<file path="src/rtl/spike_dec_pkg.sv">
// Shared types and constants for the spike rate decoder.
// Holds the FSM state encoding and the default rate width.
package spike_dec_pkg;

    typedef enum logic {
        IDLE = 1'b0,
        RUN  = 1'b1
    } dec_state_e;

    localparam int unsigned RATE_W_DEF = 8;

    localparam logic [RATE_W_DEF-1:0] SAT_MAX = '1;

    // All-ones value of a given width, used as the saturation ceiling.
    function automatic logic [31:0] sat_max_of(input int unsigned w);
        return (w >= 32) ? 32'hFFFF_FFFF : ((32'd1 << w) - 32'd1);
    endfunction

endpackage

</file>
<file path="src/rtl/spike_window_counter.sv">
// Window and spike counters for the spike rate decoder.
// Emits the saturated window count and a window-end strobe.
module spike_window_counter
    import spike_dec_pkg::*;
#(
    parameter int WIN_LOG2 = 7,
    parameter int RATE_W   = RATE_W_DEF
) (
    input  logic              clk,
    input  logic              rst_n,
    input  logic              count_en_i,
    input  logic              clear_i,
    input  logic              spike_i,
    output logic [RATE_W-1:0] final_o,
    output logic              win_end_o
);

    localparam logic [WIN_LOG2-1:0] WCNT_MAX = '1;
    localparam logic [RATE_W-1:0]   SCNT_MAX =
        RATE_W'(sat_max_of(RATE_W));

    logic [WIN_LOG2-1:0] wcnt_q, wcnt_d;
    logic [RATE_W-1:0]   scnt_q, scnt_d;
    logic [RATE_W-1:0]   sum;
    logic                win_end;

    // Saturating spike sum including the current cycle's sample.
    always_comb begin
        sum = scnt_q;
        if (spike_i && (scnt_q != SCNT_MAX)) begin
            sum = scnt_q + RATE_W'(1);
        end
    end

    assign win_end   = count_en_i && (wcnt_q == WCNT_MAX);
    assign win_end_o = win_end;
    assign final_o   = sum;

    // Next-state for the counters: clear, advance, or hold.
    always_comb begin
        wcnt_d = wcnt_q;
        scnt_d = scnt_q;
        if (clear_i) begin
            wcnt_d = '0;
            scnt_d = '0;
        end else if (count_en_i) begin
            wcnt_d = wcnt_q + WIN_LOG2'(1);
            scnt_d = win_end ? '0 : sum;
        end
    end

    // Counter registers with synchronous active-low reset.
    always_ff @(posedge clk) begin
        if (!rst_n) begin
            wcnt_q <= '0;
            scnt_q <= '0;
        end else begin
            wcnt_q <= wcnt_d;
            scnt_q <= scnt_d;
        end
    end

endmodule

</file>
<file path="src/rtl/spike_rate_decoder.sv">
// Spike rate decoder: counts spikes per window, presents rate with handshake.
// Optional smoothing of the rate via macro SPIKE_DEC_EMA_EN.
module spike_rate_decoder
    import spike_dec_pkg::*;
#(
    parameter int WIN_LOG2 = 7,
    parameter int RATE_W   = RATE_W_DEF
) (
    input  logic              clk,
    input  logic              rst_n,
    input  logic              enable,
    input  logic              spike_in,
    output logic [RATE_W-1:0] rate,
    output logic              rate_valid,
    input  logic              rate_ready,
    output logic              overrun,
    input  logic              clr_overrun
);

    dec_state_e state_q, state_d;
    logic       count_en;
    logic       clear;

    logic [RATE_W-1:0] cnt;
    logic              win_end;
    logic [RATE_W-1:0] load_val;

    logic [RATE_W-1:0] rate_q, rate_d;
    logic              valid_q, valid_d;
    logic              ovr_q, ovr_d;
    logic              can_load;

    // FSM state register.
    always_ff @(posedge clk) begin
        if (!rst_n) begin
            state_q <= IDLE;
        end else begin
            state_q <= state_d;
        end
    end

    // Counting follows enable; a falling enable discards the window.
    always_comb begin
        state_d  = state_q;
        count_en = 1'b0;
        clear    = 1'b0;
        unique case (state_q)
            IDLE: begin
                if (enable) begin
                    state_d  = RUN;
                    count_en = 1'b1;
                end else begin
                    clear = 1'b1;
                end
            end
            RUN: begin
                if (!enable) begin
                    state_d = IDLE;
                    clear   = 1'b1;
                end else begin
                    count_en = 1'b1;
                end
            end
            default: begin
                state_d = IDLE;
                clear   = 1'b1;
            end
        endcase
    end

    spike_window_counter #(
        .WIN_LOG2 (WIN_LOG2),
        .RATE_W   (RATE_W)
    ) u_cnt (
        .clk        (clk),
        .rst_n      (rst_n),
        .count_en_i (count_en),
        .clear_i    (clear),
        .spike_i    (spike_in),
        .final_o    (cnt),
        .win_end_o  (win_end)
    );

`ifdef SPIKE_DEC_EMA_EN
    logic [RATE_W-1:0] ema_q, ema_d;

    // Smoothed rate; advances on every window end, even if dropped.
    always_comb begin
        ema_d = ema_q;
        if (win_end) begin
            ema_d = ema_q - (ema_q >> 2) + (cnt >> 2);
        end
    end

    // EMA accumulator register.
    always_ff @(posedge clk) begin
        if (!rst_n) begin
            ema_q <= '0;
        end else begin
            ema_q <= ema_d;
        end
    end

    assign load_val = ema_d;
`else
    assign load_val = cnt;
`endif

    assign can_load = !valid_q || rate_ready;

    // Output slot and sticky overrun; set beats clear.
    always_comb begin
        rate_d  = rate_q;
        valid_d = valid_q;
        ovr_d   = ovr_q;
        if (valid_q && rate_ready) begin
            valid_d = 1'b0;
        end
        if (clr_overrun) begin
            ovr_d = 1'b0;
        end
        if (win_end) begin
            if (can_load) begin
                rate_d  = load_val;
                valid_d = 1'b1;
            end else begin
                ovr_d = 1'b1;
            end
        end
    end

    // Output slot registers.
    always_ff @(posedge clk) begin
        if (!rst_n) begin
            rate_q  <= '0;
            valid_q <= 1'b0;
            ovr_q   <= 1'b0;
        end else begin
            rate_q  <= rate_d;
            valid_q <= valid_d;
            ovr_q   <= ovr_d;
        end
    end

    assign rate       = rate_q;
    assign rate_valid = valid_q;
    assign overrun    = ovr_q;

endmodule

</file>
<file path="config.mk">
export PLATFORM = sky130hd
export DESIGN_NAME = spike_rate_decoder
export DESIGN_NICKNAME = d
export VERILOG_FILES = /design/src/rtl/spike_dec_pkg.sv /design/src/rtl/spike_window_counter.sv /design/src/rtl/spike_rate_decoder.sv
export SDC_FILE = /design/constraint.sdc
export NUM_CORES = 1
export LEC_CHECK = 0
export CORE_UTILIZATION = 51
export CTS_CLUSTER_SIZE = 25
export DETAILED_ROUTE_END_ITERATION = 7
export PLACE_DENSITY = 0.86
export SLEW_MARGIN = 20
export SYNTH_ARGS = -nofsm -noshare
export SYNTH_HDL_FRONTEND = slang
export SYNTH_SLANG_ARGS = --single-unit
</file>
<file path="constraint.sdc">
create_clock -name clk -period 1.9 [get_ports clk]
set_clock_uncertainty 0.05 [all_clocks]
set_input_delay 0.38 -clock clk [delete_from_list [all_inputs] [get_ports clk]]
set_output_delay 0.38 -clock clk [all_outputs]
set_load 0.02 [all_outputs]
</file>
==> out/results.ini <==
[status]
status = complete, no violations

[synthesis]
synth_compound_area_share_pct = 13.5
ys_seq_elements = 25
synth_top_family_by_area = simple AND/OR/NAND/NOR gates
yosys.area_share.adder_pct = 2.44
syn_area_per_cell_um2 = 9.60
synth-simple-area-share_pct = 22.2
ys_types = 28
syn-cell-area_um2 = 1030
syn_inst = 107
synth.net_count = 115
synthMuxAreaShare_pct = 3.90
ys_seq_area_share_pct = 48.7
synth-xor-area-share_pct = 5.97
yosysWarnings = 0

[pwr]
powerDensity_nw_per_um2 = 644
leakage_nw = 0.441
ir_drop_mv = 0.444

[critical_path]
cp_num_buf_inv = 1
cp-end-kind = primary output
crit_type = reg -> out
max_stage_delay_ns = 0.61
slowest_stage = clkdlybuf4s50_1
required_ns = 1.47
crit_family = buffers and inverters
crit_chain = clkdlybuf4s50_1
crit_arrival_ns = 1.30
startpoint_type = register
crit_fanout = 2

[clocking]
hold_buffers = 0
ctsRootBufferMaster = clkbuf_4
cts_tree = built
worst_skew_pair.late_latency_ns = 0.31
numCtsBuffers = 3
clock-sinks = 25
path_clk_slew_ns = 0.13
cts_max_level = 1
cts_buffer_depth = 2
post_cts_buffers = 0
ctsResizeCount = 0

[timing]
timing.fmax_mhz = 578
tightest_slew_ns = 0.304
relSlewSlack_pct = 79.7
rsz0062_at_grt = no
setup_violations = 0
min_period_over_period_pct = 91.0
min_period_ns = 1.73
hold_violations = 0
setup_slack_ns = 0.171
slew_violations = 0
setup_tns_ns = 0
hold_ws_ns = 0.421

[die]
fp.coreArea_um2 = 1800
rows = 15
fp.dieH_um = 46.9
die_width_um = 46.9
io_pins = 16
die_area_um2 = 2200
start_util_pct = 57.0

[drt]
drt-wirelength-per-cell_um = 11.6
drt_iter0_markers = 8
drt-pass1-iter-count = 2
drc = 0
ant_nets = 0
drt_wl_total_um = 1750
vias = 788
viasPerCell = 5.25

[finish]
multi_input_comb_area_um2 = 493
final_cells = 150
final_common_cell = dfxtp_1
diodes = 0
drive_gt1_share_pct = 10.4
n_fill_cell = 158
final-seq-area_um2 = 500
final_cell_mix = dfxtp_1, clkdlybuf4s50_1, nor2_1, nand2_1
fin_nets = 134
areaGrowthSynthToFinish_pct = 18.4

[job]
drv_cap = 0

[placement]
placed_cells = 146
port_buffers = 15
pre_cts_ws_ns = 0.0448
globalplace.congestion = 0.728
place_hpwl_um = 1400

[global_route]
antenna_found_initial = 0
grt_pass1_wl_um = 2840
grt_usage_pct = 18.5
grt_pass1_vias = 714
grt_overflow = 0
grt_start_max_net_pins = 14

[worst_hold_path]
min_path_type = reg -> reg

[worst paths after layout]
check | startpoint | end | slack (ns) | cells past startpoint
worst max register to register | u_cnt.wcnt_q[0] | rate[6] | 0.28 | 5
worst min register to register | u_cnt.wcnt_q[0] | u_cnt.wcnt_q[0] | 0.42 | 1
worst min-delay path | u_cnt.wcnt_q[0] | u_cnt.wcnt_q[0] | 0.42 | 1
worst max-delay path | rate[5] | rate[5] | 0.17 | 1
[stage by stage]
stage	instance area, um2	utilization, %	power [mW]
after floorplan	1030	-	0.558
after global placement	1190	66.0	0.572
after detailed placement	1190	66.0	0.573
after CTS	1220	67.5	0.792
after global routing	1220	67.5	0.809
final	1220	67.5	0.783
[registers in the layout (all words and copies together) (netlist names)]
name / count
overrun: 1
u_cnt.scnt_q: 8
rate: 8
rate_valid: 1
u_cnt.wcnt_q: 7
[layout make-up]
cell class	instances	area share, %
Tap cell	25	2.57
Timing Repair Buffer	16	13.0
Inverter	2	0.617
Sequential cell	25	41.2
Multi-Input combinational cell	78	40.5
Clock buffer	4	2.16
[worst reg2reg max path: cells and delay by family, from the launching register on]
family | cells | cell delay, ns
flops | 1 | 0.37
simple gates | 3 | 0.73
compound gates | 1 | 0.19
fa+ha+maj | 1 | 0.21
[kinds of logic after synthesis]
kind of cell	count (synthesis)
buf+inv	4
flops	25
fa+ha+maj	2
mux	4
compound gates	22
simple gates	43
xor+xnor	7
[synth_stat cells]
cell type | number | area, um2
nand4_2 | 1 | 12.5
o21ai_1 | 1 | 5.00
o22ai_1 | 5 | 31.3
o21ai_0 | 6 | 30.0
nand3_1 | 6 | 30.0
inv_1 | 2 | 7.51
and4_4 | 1 | 11.3
nand2_1 | 10 | 37.5
and2_2 | 2 | 15.0
xnor2_1 | 2 | 17.5
dfxtp_1 | 25 | 500
a21oi_1 | 3 | 15.0
xor2_1 | 5 | 43.8
a21boi_0 | 1 | 7.51
a21oi_2 | 2 | 17.5
nor2_1 | 13 | 48.8
buf_8 | 1 | 15.0
and2_1 | 3 | 18.8
o21ai_2 | 2 | 17.5
o211ai_1 | 2 | 15.0
or3_1 | 1 | 6.26
buf_6 | 1 | 11.3
nand2b_1 | 1 | 6.26
mux2i_1 | 4 | 40.0
and3_1 | 1 | 6.26
or2b_2 | 1 | 8.76
and4_1 | 3 | 26.3
ha_1 | 2 | 25.0
[per-layer routing]
layer / vias to the layer above / global-route usage, % / part of all wire (%)
li1: 409 / - / -
met1: 370 / 20.5 / 44
met2: 7 / 34.7 / 54
met3: 2 / 2.31 / 1.4
met4: 0 / 8.57 / 0.86
met5: - / 0 / 0
[report_power, final]
part,leakage (nW),internal (mW),switching [mW]
logic,0.225,0.0155,0.0156
registers,0.202,0.528,0.00257
clock network,0.0150,0.0818,0.140
total,0.441,0.625,0.158
Note: power is estimated with default switching activity, not from simulation.
